**config.mk**
```make
export PLATFORM = sky130hd
export DESIGN_NAME = edge_row_packer
export DESIGN_NICKNAME = d
export VERILOG_FILES = /design/src/rtl/edge_row_packer.sv
export SDC_FILE = /design/constraint.sdc
export NUM_CORES = 1
export LEC_CHECK = 0
export BUFFER_PORTS_ARGS = -buffer_cell sky130_fd_sc_hd__buf_2
export CAP_MARGIN = 20
export CORE_UTILIZATION = 35
export CTS_CLUSTER_SIZE = 10
export DETAILED_ROUTE_END_ITERATION = 7
export HOLD_SLACK_MARGIN = 0.15
export PLACE_DENSITY_LB_ADDON = 0.08
export RECOVER_POWER = 25
export SLEW_MARGIN = 30
export SYNTH_ARGS = -nofsm -noshare
export SYNTH_HDL_FRONTEND = slang
export SYNTH_SLANG_ARGS = --single-unit
```
**constraint.sdc**
```tcl
create_clock -name clk -period 3.5 [get_ports clk]
set_clock_uncertainty 0.15 [all_clocks]
set_input_delay 0.525 -clock clk [delete_from_list [all_inputs] [get_ports clk]]
set_output_delay 0.525 -clock clk [all_outputs]
set_load 0.05 [all_outputs]
```
**src/rtl/edge_row_packer.sv**
```systemverilog
// Packs the serial edge-bit stream into row words, buffers them in a small
// FIFO for the frame writer, and tracks per-frame edge count, completion and overflow.
module edge_row_packer #(
  parameter int ROW_LEN    = 18,
  parameter int NUM_ROWS   = 18,
  parameter int FIFO_DEPTH = 4,
  parameter int CNT_W      = 9
) (
  input  logic               clk,
  input  logic               reset,
  input  logic               frame_start,
  input  logic               edge_in,
  input  logic               edge_valid,
  output logic [ROW_LEN-1:0] row_data,
  output logic [4:0]         row_idx,
  output logic               row_valid,
  input  logic               row_ready,
  output logic [CNT_W-1:0]   edge_count,
  output logic               frame_done,
  output logic               overflow
);

  localparam int PW    = (FIFO_DEPTH > 1) ? $clog2(FIFO_DEPTH) : 1;
  localparam int COLW  = (ROW_LEN > 1) ? $clog2(ROW_LEN) : 1;
  localparam int ENT_W = ROW_LEN + 5;

  typedef enum logic [1:0] {COLLECT, DRAIN, DONE} state_t;

  state_t             state_q, state_d;
  logic [COLW-1:0]    col_q, col_d;
  logic [4:0]         row_q, row_d;
  logic [PW-1:0]      wr_ptr_q, wr_ptr_d;
  logic [PW-1:0]      rd_ptr_q, rd_ptr_d;
  logic [PW:0]        cnt_q, cnt_d;
  logic [CNT_W-1:0]   edge_cnt_q, edge_cnt_d;
  logic               ovf_q, ovf_d;

  logic [ROW_LEN-1:0] shift_q;
  logic [ROW_LEN-1:0] word;
  logic [ENT_W-1:0]   mem_q [FIFO_DEPTH];

  logic accept, push, pop, full, wr_en, drop;

  // Bits are accepted only while collecting; a simultaneous frame_start wins.
  assign accept = (state_q == COLLECT) && edge_valid && !frame_start;
  assign push   = accept && (col_q == COLW'(ROW_LEN - 1));
  assign pop    = row_valid && row_ready;
  assign full   = (cnt_q == (PW+1)'(FIFO_DEPTH));
  assign wr_en  = push && (!full || pop);
  assign drop   = push && full && !pop;

  always_comb begin
    word         = shift_q;
    word[col_q]  = edge_in;
  end

  always_comb begin
    state_d    = state_q;
    col_d      = col_q;
    row_d      = row_q;
    wr_ptr_d   = wr_ptr_q;
    rd_ptr_d   = rd_ptr_q;
    cnt_d      = cnt_q;
    edge_cnt_d = edge_cnt_q;
    ovf_d      = ovf_q;

    if (frame_start) begin
      state_d    = COLLECT;
      col_d      = '0;
      row_d      = '0;
      wr_ptr_d   = '0;
      rd_ptr_d   = '0;
      cnt_d      = '0;
      edge_cnt_d = '0;
      ovf_d      = 1'b0;
    end else begin
      if (accept) begin
        if (edge_in && (edge_cnt_q != '1))
          edge_cnt_d = edge_cnt_q + 1'b1;
        if (push) begin
          col_d = '0;
          row_d = (row_q == 5'(NUM_ROWS - 1)) ? 5'd0 : row_q + 5'd1;
        end else begin
          col_d = col_q + 1'b1;
        end
      end

      if (wr_en) wr_ptr_d = wr_ptr_q + 1'b1;
      if (pop)   rd_ptr_d = rd_ptr_q + 1'b1;
      if (wr_en && !pop)      cnt_d = cnt_q + 1'b1;
      else if (!wr_en && pop) cnt_d = cnt_q - 1'b1;
      if (drop) ovf_d = 1'b1;

      unique case (state_q)
        COLLECT: if (push && (row_q == 5'(NUM_ROWS - 1))) state_d = DRAIN;
        // No pushes happen here, so emptiness includes a same-cycle final pop.
        DRAIN:   if ((cnt_q == '0) || ((cnt_q == (PW+1)'(1)) && pop)) state_d = DONE;
        DONE:    state_d = DONE;
        default: state_d = COLLECT;
      endcase
    end
  end

  always_ff @(posedge clk or posedge reset) begin
    if (reset) begin
      state_q    <= COLLECT;
      col_q      <= '0;
      row_q      <= '0;
      wr_ptr_q   <= '0;
      rd_ptr_q   <= '0;
      cnt_q      <= '0;
      edge_cnt_q <= '0;
      ovf_q      <= 1'b0;
    end else begin
      state_q    <= state_d;
      col_q      <= col_d;
      row_q      <= row_d;
      wr_ptr_q   <= wr_ptr_d;
      rd_ptr_q   <= rd_ptr_d;
      cnt_q      <= cnt_d;
      edge_cnt_q <= edge_cnt_d;
      ovf_q      <= ovf_d;
    end
  end

  // Datapath storage carries no reset; outputs are gated by row_valid instead.
  always_ff @(posedge clk) begin
    if (accept) shift_q <= word;
    if (wr_en)  mem_q[wr_ptr_q] <= {row_q, word};
  end

  assign row_valid  = (cnt_q != '0);
  assign row_data   = row_valid ? mem_q[rd_ptr_q][ROW_LEN-1:0] : '0;
  assign row_idx    = row_valid ? mem_q[rd_ptr_q][ENT_W-1:ROW_LEN] : 5'd0;
  assign edge_count = edge_cnt_q;
  assign frame_done = (state_q == DONE);
  assign overflow   = ovf_q;

endmodule

```
* Word level (Yosys, flattened, before mapping) *
Memories as Yosys holds them, arrays and structs flattened.
Cells that the tools add are included.

word-level totals
  flip-flop bits (word level) = 47
  RAM bits = 92
  output and inout port bits = 35
  word-level logic and storage cells = 90
  memories kept = 1

cells by class
  add/sub/neg operators = 7
  magnitude comparators = 2
  equal/unequal tests = 9
  multiplexer cells = 30
  reductions and logical operators = 32

memories
  name   words  width  rd ports  clocked after memory_dff  write ports  line  source
  mem_q  4      23     1         0                         1            40    logic [ENT_W-1:0] mem_q [FIFO_DEPTH];

operators with widths
  kind                                                         number
  2-to-1 mux 5 bit                                             8
  2-to-1 mux 9 bit                                             3
  bitwise mux 18 bit                                           1
  2-to-1 mux 18 bit                                            1
  2-to-1 mux 2 bit                                             7
  logical AND 1 bit                                            13
  nonzero test 2 bit                                           6
  adder 5 x 1 -> 5 bit (second input constant)                 2
  equality test 5 bit (second input constant)                  2
  adder 9 x 1 -> 9 bit (second input constant)                 1
  2-to-1 mux 3 bit                                             3
  != test 9 bit (second input constant)                        1
  less-than comparator 5 x 6 -> 1 bit (second input constant)  1
  one-hot mux 2 bit (3 select lines)                           1
  AND reduction 2 bit                                          3
  nonzero test 3 bit                                           2
  demux 1 bit (select 5 bit)                                   1
  >= comparator 5 x 1 -> 1 bit (second input constant)         1
  2-to-1 mux 1 bit                                             5
  adder 2 x 1 -> 2 bit (second input constant)                 2
  zero test 1 bit                                              4
  adder 3 x 1 -> 3 bit (second input constant)                 1
  equality test 3 x 1 -> 1 bit (second input constant)         1
  equality test 3 bit (second input constant)                  1
  8 further kinds                                              9

* Depth between registers and ports, before layout *
  word-level depth = 10
  gate-level depth with buffers = 9
  depth with buffers taken out = 8

* Least setup slack after synthesis *
No wires, ideal clock.

  path type = register to output
  start = register cnt_q[0]
  end = output row_data[0]
  arrival time = 2.106 ns
  required time = 2.825 ns
  path slack = 0.719 ns
  stages on the path, launching flop included = 7
  cell sequence = dfrtp_1 inv_1 ha_1 nand2b_1 buf_2 clkbuf_1 and2_1

between the ends
  cells in the longest elaborated chain, start to end = 2

RTL lines
  item                    line  source
  from (decl)             34    logic [PW:0] cnt_q, cnt_d;
  from (signal assigned)  120   cnt_q <= cnt_d;
  nonzero test 3 bit      132   assign row_valid = (cnt_q != '0);
  net row_valid           16    output logic row_valid,
  2-to-1 mux 18 bit       133   assign row_data = row_valid ? mem_q[rd_ptr_q][ROW_LEN-1:0] : '0;
  to (decl)               14    output logic [ROW_LEN-1:0] row_data,

The timed path passes the listed nets, and every way through them passes these cells.

* Final worst setup path *
  start = register cnt_q[0]
  end = output row_data[16]

between the ends
  cells in the longest elaborated chain, start to end = 2

RTL lines
  item                line
  nonzero test 3 bit  132
  2-to-1 mux 18 bit   133

Every way passes these cells.

==> impl_metrics.py <==
metrics = {
    "status": {
        "outcome": "finished with violations",
        "violations": "max-capacitance violations, max-slew violations",
    },
    "logic_synthesis": {
        "synth_top_area_cell": "edfxtp_1",
        "synth_commonest_cells": "110 x edfxtp_1, 33 x nor2_1, 29 x dfrtp_1",
        "synthTopCellsByArea": "edfxtp_1 53%, dfrtp_1 12%, mux4_2 8.3%",
        "synth_top_area_frac": 0.531,
        "syn_area_per_cell_um2": 15.0,
        "ys_seq_elements": 139,
        "async_flop_share": 0.209,
        "synthesis.area_um2": 6220,
        "yosysSeqAreaShare": 0.648,
        "synth_edf_count": 110,
        "synth-main-ff-cell": "edfxtp_1",
        "ys.warnings.count": 0,
        "yosysMostFrequentCell": "edfxtp_1",
        "synth_fp_nets": 440,
        "ys_types": 50,
        "netlist_instances": 415,
    },
    "grt": {
        "top_usage_layer": "met2",
        "grt_use_met2": 0.238,
        "met1_usage": 0.223,
        "grt-ovfl-total": 0,
        "track_usage": 0.160,
        "grt_pass1_wl_um": 21100,
        "grt_max_degree": 31,
        "grt_pass1_vias": 3668,
        "antenna_found_initial": 0,
        "gr-usage-met3": 0.0408,
    },
    "critical_path": {
        "end_kind": "output pin",
        "slowest_delay_ns": 0.48,
        "cp_cell_sequence": "inv_1, ha_1, nand2b_1, buf_4, and2_1, buf_2",
        "crit_fanout": 18,
        "crit_slowest_cell": "dfrtp_1",
        "crit_family": "buffers and inverters",
        "start_kind": "register",
        "critical_path_buf_inv_count": 3,
        "cp.required_ns": 2.82,
        "crit_arrival_ns": 2.34,
        "crit_type": "reg2out",
    },
    "route": {
        "antenna_left": 0,
        "dr.pass1.iters": 4,
        "vias_per_cell": 5.02,
        "route.detailed.drc": 0,
        "wirelength_um": 13400,
        "vias": 3517,
        "drt_iter0_drc": 206,
        "avgRoutedWirePerCell_um": 19.1,
    },
    "layout": {
        "drive_above_1_share": 0.212,
        "regArea_um2": 4030,
        "nFillCells": 1643,
        "fin_nets": 488,
        "diodes": 0,
        "areaGrowthSynthToFinish_pct": 15.4,
        "instances_no_fill": 701,
        "multi_input_area_um2": 2020,
    },
    "floorplan": {
        "coreArea_um2": 17300,
        "rows": 48,
        "fp.dieH_um": 135,
        "ios": 41,
        "fp.dieArea_um2": 18300,
        "die_w_um": 135,
        "initial_core_util": 0.359,
    },
    "sta": {
        "fin_tns_setup_ns": 0,
        "slew_violations": 30,
        "clock.fmax_mhz": 332,
        "worst_slew_pin_slew_ns": 1.70,
        "finalCriticalPeriod_ns": 3.01,
        "post-route-period-util": 0.860,
        "fin_ws_ns": 0.489,
        "rsz0062_at_grt": "no",
        "hold_viol": 0,
        "setup_viol_count_final": 0,
        "relSlewSlack": -0.133,
    },
    "pwr": {
        "power.leakage_nw": 2.56,
        "vdd_drop_max_uv": 329,
        "p_per_area_nw_per_um2": 687,
        "finalPower_mw": 4.93,
    },
    "clocking": {
        "cts.sinks": 139,
        "cts_tree": "yes",
        "clockRootBuffer": "clkbuf_16",
        "clock_path_buffers": 2,
        "post_cts_resized": 0,
        "cts_inserted_buffers": 17,
        "clk_latency_ns": 0.41,
        "clk_transition_reported_paths_ns": 0.06,
        "postCtsSetupRepairBufs": 0,
        "htree_levels": 4,
    },
    "placed_design": {
        "pre_cts_ws_ns": 0.875,
        "place_congestion": 0.744,
        "placed_cells": 668,
        "io_buffers": 40,
        "hpwl_um": 7960,
    },
    "run": {
        "cap_violations": 1,
    },
    "hold_path": {
        "hold_class": "reg2reg",
    },
}
[routing by layer]
| layer | part of all wire | wire length, um |
|---|---|---|
| met1 | 0.50 | 6680 |
| met2 | 0.45 | 6030 |
| met3 | 0.032 | 428 |
| met4 | 0.017 | 224 |
| met5 | 0 | 0 |
[cell usage in the layout, fill, tap and decap left out, types with 3 or more instances in the layout]
cell type,instances
mux4_2,23
mux2_2,14
or3_1,5
mux2i_1,3
nand4_1,3
o21ai_0,7
mux2_1,3
clkinv_1,9
xor2_1,5
a211oi_1,3
nor3_1,8
inv_1,12
edfxtp_1,110
and2_1,27
ha_1,19
xnor2_1,6
clkbuf_16,17
nor2_1,33
nor2b_1,3
a21oi_1,12
buf_4,8
dfrtp_1,29
clkbuf_1,13
nand3_1,10
buf_2,30
a211o_1,3
nand2_1,20
nand2b_1,8
[final timing paths]
path,start,to,slack [ns],cells after the start
max,cnt_q[0],row_data[16],0.49,6
max reg2reg,col_q[1],mem_q[0][2],0.78,6
min in group asynchronous,reset,state_q[1],1.10,4
min reg2reg,overflow,overflow,0.40,2
min,overflow,overflow,0.40,2
max in group asynchronous,reset,row_q[4],1.12,4
[final cells by class]
cell class	instances	share of cell area
clock buffer	19	0.0603
clock inverter	13	0.0117
inverter	12	0.00628
multi-input combinational	242	0.282
sequential	139	0.562
tap	225	0.0392
timing repair buffer	51	0.0392
[state kept, by name, summed over array words and instances, names as in the netlist]
| register | flops |
|---|---|
| cnt_q | 3 |
| col_q | 5 |
| edge_count | 9 |
| mem_q | 92 |
| overflow | 1 |
| rd_ptr_q | 2 |
| row_q | 5 |
| shift_q | 18 |
| state_q | 2 |
| wr_ptr_q | 2 |
[through the flow]
stage,hold slack [ns],util,cell area (um2)
3_3_place_gp,0.373,0.385,6670
6_report,0.403,0.415,7170
3_5_place_dp,0.385,0.385,6670
5_1_grt,0.421,0.415,7170
2_1_floorplan,0.347,-,6220
4_1_cts,0.397,0.416,7190
[timing repair]
action                                 CTS  global route
endpoints found under the hold margin   29             0
setup endpoints to repair                0             0
hold buffers                             1             0
[kinds of logic after synthesis]
group / count (synthesis) / synth area share
fa+ha+maj: 19 / 0.0382
compound gates: 38 / 0.0394
buf+inv: 34 / 0.0264
xor+xnor: 11 / 0.0155
flops: 139 / 0.648
simple gates: 131 / 0.114
mux: 43 / 0.119
[power breakdown]
| group | internal, mW | total [mW] | switching (mW) | leakage [nW] |
|---|---|---|---|---|
| logic | 0.450 | 1.48 | 1.03 | 0.927 |
| clock network | 0.950 | 1.59 | 0.636 | 0.244 |
| registers | 1.81 | 1.87 | 0.0534 | 1.39 |
[worst register-to-register path, delay by kind of cell (launching register included)]
| kind | cells | cell delay [ns] |
|---|---|---|
| adder cells (fa/ha/maj) | 1 | 0.19 |
| buffers and inverters | 2 | 0.50 |
| flip-flops | 1 | 0.42 |
| AND/OR/NAND/NOR | 3 | 1.11 |
Note: power is estimated with default switching activity, not from simulation.
